$ cat config.mk
export PLATFORM = sky130hd
export DESIGN_NAME = fan_tach_capture
export DESIGN_NICKNAME = d
export VERILOG_FILES = /design/src/rtl/fan_tach_capture.sv
export SDC_FILE = /design/constraint.sdc
export NUM_CORES = 1
export LEC_CHECK = 0
export CAP_MARGIN = 20
export CORE_MARGIN = 2
export CORE_UTILIZATION = 37
export DETAILED_ROUTE_END_ITERATION = 8
export GPL_TIMING_DRIVEN = 0
export PLACE_DENSITY = 0.53
export SLEW_MARGIN = 0
export SYNTH_ARGS = -nofsm -noshare
export SYNTH_HDL_FRONTEND = slang
export SYNTH_SLANG_ARGS = --single-unit
$ cat constraint.sdc
create_clock -name clk_i -period 7.45 [get_ports clk_i]
set_input_delay 1.1175 -clock clk_i [delete_from_list [all_inputs] [get_ports clk_i]]
set_output_delay 1.1175 -clock clk_i [all_outputs]
set_load 0.02 [all_outputs]
$ cat src/rtl/fan_tach_capture.sv
// Fan tach reader: synchronises and deglitches the tach pin, measures the period in clk_en_i ticks
// and reports SPEED_SCALE/period, saturated, on the controller's value/strobe interface.
module fan_tach_capture #(
    parameter int unsigned ADC_BITWIDTH = 8,
    parameter int unsigned CNT_BITWIDTH = 20,
    parameter int unsigned FILTER_LEN   = 4,
    parameter int unsigned SPEED_SCALE  = 25_500_000
) (
    input  logic                    clk_i,
    input  logic                    rstn_i,
    input  logic                    clk_en_i,
    input  logic                    tach_i,
    input  logic                    config_en_i,
    output logic [ADC_BITWIDTH-1:0] ADC_value_o,
    output logic                    dataVaild_STRB_o,
    output logic                    stall_o
);

    localparam int unsigned DIV_STEPS = CNT_BITWIDTH + ADC_BITWIDTH;
    localparam int unsigned FW        = $clog2(FILTER_LEN + 1);
    localparam int unsigned SW        = $clog2(DIV_STEPS + 1);
    localparam logic [CNT_BITWIDTH-1:0] CNT_MAX = '1;

    typedef enum logic [1:0] {ARM, MEASURE, DIVIDE} state_e;

    state_e                  state_q, state_d;
    logic [1:0]              sync_q, sync_d;
    logic                    filt_q, filt_d;
    logic [FW-1:0]           fcnt_q, fcnt_d;
    logic [CNT_BITWIDTH-1:0] cnt_q, cnt_d;
    logic [CNT_BITWIDTH:0]   period_q, period_d;
    logic [CNT_BITWIDTH:0]   rem_q, rem_d;
    logic [DIV_STEPS-1:0]    dvd_q, dvd_d;
    logic [SW-1:0]           step_q, step_d;
    logic [ADC_BITWIDTH-1:0] value_q, value_d;
    logic                    strb_q, strb_d;
    logic                    stall_q, stall_d;

    logic                    event_c;
    logic [CNT_BITWIDTH+1:0] shl_c;
    logic                    ge_c;
    logic [CNT_BITWIDTH:0]   rem_step_c;
    logic [DIV_STEPS-1:0]    quot_c;
    logic [ADC_BITWIDTH-1:0] sat_c;

    // Synchroniser, glitch filter and free-running period counter
    always_comb begin
        sync_d = {sync_q[0], tach_i};
        filt_d = filt_q;
        fcnt_d = fcnt_q;
        if (clk_en_i) begin
            if (sync_q[1] != filt_q) begin
                if (fcnt_q == FW'(FILTER_LEN - 1)) begin
                    filt_d = sync_q[1];
                    fcnt_d = '0;
                end else begin
                    fcnt_d = fcnt_q + FW'(1);
                end
            end else begin
                fcnt_d = '0;
            end
        end
        event_c = filt_d & ~filt_q;

        cnt_d = cnt_q;
        if (event_c) begin
            cnt_d = '0;
        end else if (clk_en_i && (cnt_q != CNT_MAX)) begin
            cnt_d = cnt_q + CNT_BITWIDTH'(1);
        end
    end

    // One restoring-division step: the dividend register shifts out its MSB and collects quotient bits
    always_comb begin
        shl_c      = {rem_q, dvd_q[DIV_STEPS-1]};
        ge_c       = (shl_c >= {1'b0, period_q});
        rem_step_c = ge_c ? (CNT_BITWIDTH+1)'(shl_c - {1'b0, period_q})
                          : (CNT_BITWIDTH+1)'(shl_c);
        quot_c     = {dvd_q[DIV_STEPS-2:0], ge_c};
        sat_c      = (|quot_c[DIV_STEPS-1:ADC_BITWIDTH]) ? '1 : quot_c[ADC_BITWIDTH-1:0];
    end

    // Measurement FSM
    always_comb begin
        state_d  = state_q;
        period_d = period_q;
        rem_d    = rem_q;
        dvd_d    = dvd_q;
        step_d   = step_q;
        value_d  = value_q;
        strb_d   = 1'b0;
        stall_d  = stall_q;
        if (event_c) begin
            stall_d = 1'b0;
        end
        case (state_q)
            ARM: begin
                if (event_c) begin
                    state_d = MEASURE;
                end
            end
            MEASURE: begin
                if (event_c) begin
                    period_d = {1'b0, cnt_q} + (CNT_BITWIDTH+1)'(1);
                    rem_d    = '0;
                    dvd_d    = DIV_STEPS'(SPEED_SCALE);
                    step_d   = '0;
                    state_d  = DIVIDE;
                end else if (cnt_q == CNT_MAX) begin
                    value_d = '0;
                    strb_d  = ~config_en_i;
                    stall_d = 1'b1;
                    state_d = ARM;
                end
            end
            DIVIDE: begin
                rem_d  = rem_step_c;
                dvd_d  = quot_c;
                step_d = step_q + SW'(1);
                if (step_q == SW'(DIV_STEPS - 1)) begin
                    value_d = sat_c;
                    strb_d  = ~config_en_i;
                    state_d = MEASURE;
                end
            end
            default: state_d = ARM;
        endcase
    end

    always_ff @(posedge clk_i or negedge rstn_i) begin
        if (!rstn_i) begin
            state_q  <= ARM;
            sync_q   <= '0;
            filt_q   <= 1'b0;
            fcnt_q   <= '0;
            cnt_q    <= '0;
            period_q <= '0;
            rem_q    <= '0;
            dvd_q    <= '0;
            step_q   <= '0;
            value_q  <= '0;
            strb_q   <= 1'b0;
            stall_q  <= 1'b0;
        end else begin
            state_q  <= state_d;
            sync_q   <= sync_d;
            filt_q   <= filt_d;
            fcnt_q   <= fcnt_d;
            cnt_q    <= cnt_d;
            period_q <= period_d;
            rem_q    <= rem_d;
            dvd_q    <= dvd_d;
            step_q   <= step_d;
            value_q  <= value_d;
            strb_q   <= strb_d;
            stall_q  <= stall_d;
        end
    end

    assign ADC_value_o      = value_q;
    assign dataVaild_STRB_o = strb_q;
    assign stall_o          = stall_q;

endmodule

==> results.toml <==
[die]
design.core.area_mm2 = 0.0167
start_util_pct = 38.0
die_y_um = 135
core.rowCount = 47
io-pin-count = 15
die_area_mm2 = 0.0182
die_width_um = 135

[place]
hpwl_um = 10800
io_buffers = 13
place_congestion = 0.894
placed_area_mm2 = 0.00678
pre_cts_ws_ns = 4.19
dp.cells = 917

[global_route]
antenna_found_initial = 0
grt_pass1_vias = 5046
grt_pass1_wl_um = 25300
gr-total-overflow = 0
grt_max_degree = 64
grt_usage_pct = 17.7

[clock_network]
cts_resized = 0
cts_setup_buffers = 0
ctsRootBufferMaster = "clkbuf_16"
clkTransAtPathRegs_ns = 0.05
cts_tree = "yes"
cts_made_buffers = 17
clockBufferDepth = 2
clock_latency_ns = 0.42
cts.htree.levels = 4
cts_hold_buffers = 0
cts.sinks = 113

[run]
maxCapViolCount = 0

[logic_synthesis]
synthDistinctLibCells = 64
syn_inst = 683
ys_warn_count = 0
postSynthAreaPerCell_um2 = 9.30
synth_top_area_share_pct = 44.5
yosysTopAreaCell = "dfrtp_1"
synth_edf_count = 0
seq_area_frac_synth_pct = 44.5
netlist_area_mm2 = 0.00635
synth_nets = 717
ys_async_sr_fraction_pct = 100
synth_seq_cells = 113
synthTopCellsByArea = "dfrtp_1, ha_1, nand2_1, xor2_1, o21ai_0"
synth-main-ff-cell = "dfrtp_1"

[finish]
utilization_pct = 44.6
antennaDiodeCount = 0
fill_cells = 1653
nets = 750
drive_above_1_share_pct = 8.37
design_area_mm2 = 0.00744
final_cells = 949
syn2layout_area_growth_pct = 17.2

[worst_hold_path]
whs_path_depth = 0
hp-class = "reg -> reg"

[route]
detail_route.wl_per_cell_um = 15.6
drt_first_pass_iters = 5
vias_per_cell = 5.30
ant_nets = 0
drt-initial-drc-count = 216
vias = 5034
drc = 0
routed_wl_um = 14800

[sta]
fin_skew_ns = 0.00733
timing.final.ws_setup_ns = 4.65
fin_setup_tns_ns = 0
hold_slack_ns = 0.345
tightest_slew_ns = 0.607
rsz0062_at_grt = "no"
slew_headroom_pct = 59.5
setup_viol = 0
period_share_pct = 37.6
hold_viol_final = 0
fmax_mhz = 357
period_minus_slack_ns = 2.80
drv_slew = 0

[power_and_ir_drop]
leakage_nw = 3.43
max-vdd-ir-drop_mv = 0.218
p_per_area_mw_per_mm2 = 281
finalPower_mw = 2.09

[outcome]
status = "finished, final reports clean"

[critical_path]
slowest_stage = "nor3b_2"
critPathMaxStageDelay_ns = 0.51
worstPathCellList = "buf_2, nand3b_1, nor3b_2, nand2b_1, and2_1, buf_2, o21ai_0, o21ai_0"
cp.arrival_ns = 3.13
cp.depth = 8
path_buf_inv = 2
worstPathRequired_ns = 7.78
crit_type = "in -> reg"
cp_max_fo = 10
path_delay_family = "simple AND/OR/NAND/NOR gates"
reg2reg_depth = 11
critPathCaptureType = "flop"
start_kind = "input pin"
## flip-flops by register name, summed over array words and instances (netlist names)
name and flops:
dvd_q 28, period_q 21, rem_q 21, cnt_q 20, ADC_value_o 8, step_q 5, fcnt_q 3, state_q 2
sync_q 2, dataVaild_STRB_o 1, filt_q 1, stall_o 1
## power breakdown
part           leakage (nW)  switching [mW]  internal, mW
registers              1.48          0.0830         0.713
clock network         0.313           0.294         0.612
logic                  1.63           0.218         0.168
## layer usage
layer  GRT usage (%)  routed length, µm  vias up
met5               0                  0        -
met4            7.47                381        0
met3            4.58                625       33
met2            27.4               6720      100
met1            23.6               7100     2420
li1                -                  -     2481
## logic make-up after synthesis
family | after synthesis | share of synthesized area (%)
adders and majority gates | 29 | 5.83
DFF | 113 | 44.5
and+or+nand+nor | 232 | 17.3
muxes | 18 | 2.92
xor gates and xnor gates | 52 | 7.17
AOI/OAI and AO/OA | 165 | 17.3
buffers and inverters | 74 | 4.99
## worst reg2reg max path: cells and delay by family (launching register included)
kind                       cells  cell delay, ns
buffers and inverters          3            0.43
and+or+nand+nor                1            0.13
AOI/OAI and AO/OA              5            1.09
muxes                          1            0.20
DFF                            1            0.42
adders and majority gates      1            0.38
## Yosys cell counts (all sizes together) (17+ instances only)
library cell / number
a21oi: 26
a22o: 17
clkbuf: 23
dfrtp: 113
ha: 28
inv: 37
nand2: 85
nand3: 20
nor2: 54
o21ai: 63
xnor2: 20
xor2: 32
## cells in the final DEF (no fill, tap or decap), drive strengths merged, types with 4 or more instances in the layout
| cell | instances |
|---|---|
| nand2 | 85 |
| nor2 | 54 |
| nand3 | 20 |
| clkdlybuf4s50 | 12 |
| o22a | 5 |
| mux2i | 14 |
| a22o | 17 |
| and3 | 15 |
| buf | 16 |
| a32oi | 7 |
| mux2 | 4 |
| nor3 | 11 |
| a21o | 6 |
| bufinv | 5 |
| xnor2 | 20 |
| nor4 | 10 |
| and2 | 6 |
| nor3b | 4 |
| a31oi | 11 |
| or3 | 5 |
| dfrtp | 113 |
| a21oi | 26 |
| xor2 | 32 |
| nand4 | 10 |
| inv | 39 |
| clkbuf | 43 |
| ha | 28 |
| o21ai | 63 |
## final cells by class
type | count | area, µm² | area share (%)
multi-input combinational | 496 | 3200 | 43.0
sequential | 113 | 2830 | 38.0
clock buffer | 20 | 457 | 6.14
tap | 220 | 275 | 3.70
clock inverter | 12 | 204 | 2.74
buffer | 37 | 178 | 2.39
timing repair buffer | 14 | 159 | 2.13
inverter | 37 | 139 | 1.87
## final timing paths
kind	start	endpoint	slack [ns]
max	clk_en_i	rem_q[7]$_DFFE_PN0P_	4.65
min	sync_q[0]$_DFF_PN0_	sync_q[1]$_DFF_PN0_	0.34
max reg2reg	period_q[16]$_DFFE_PN0P_	rem_q[11]$_DFFE_PN0P_	4.67
min reg2reg	sync_q[0]$_DFF_PN0_	sync_q[1]$_DFF_PN0_	0.34
max in group asynchronous	rstn_i	dvd_q[15]$_DFFE_PN0P_	6.13
min in group asynchronous	rstn_i	cnt_q[12]$_DFFE_PN0P_	0.64
No activity file was read; power rests on OpenSTA's default activity.
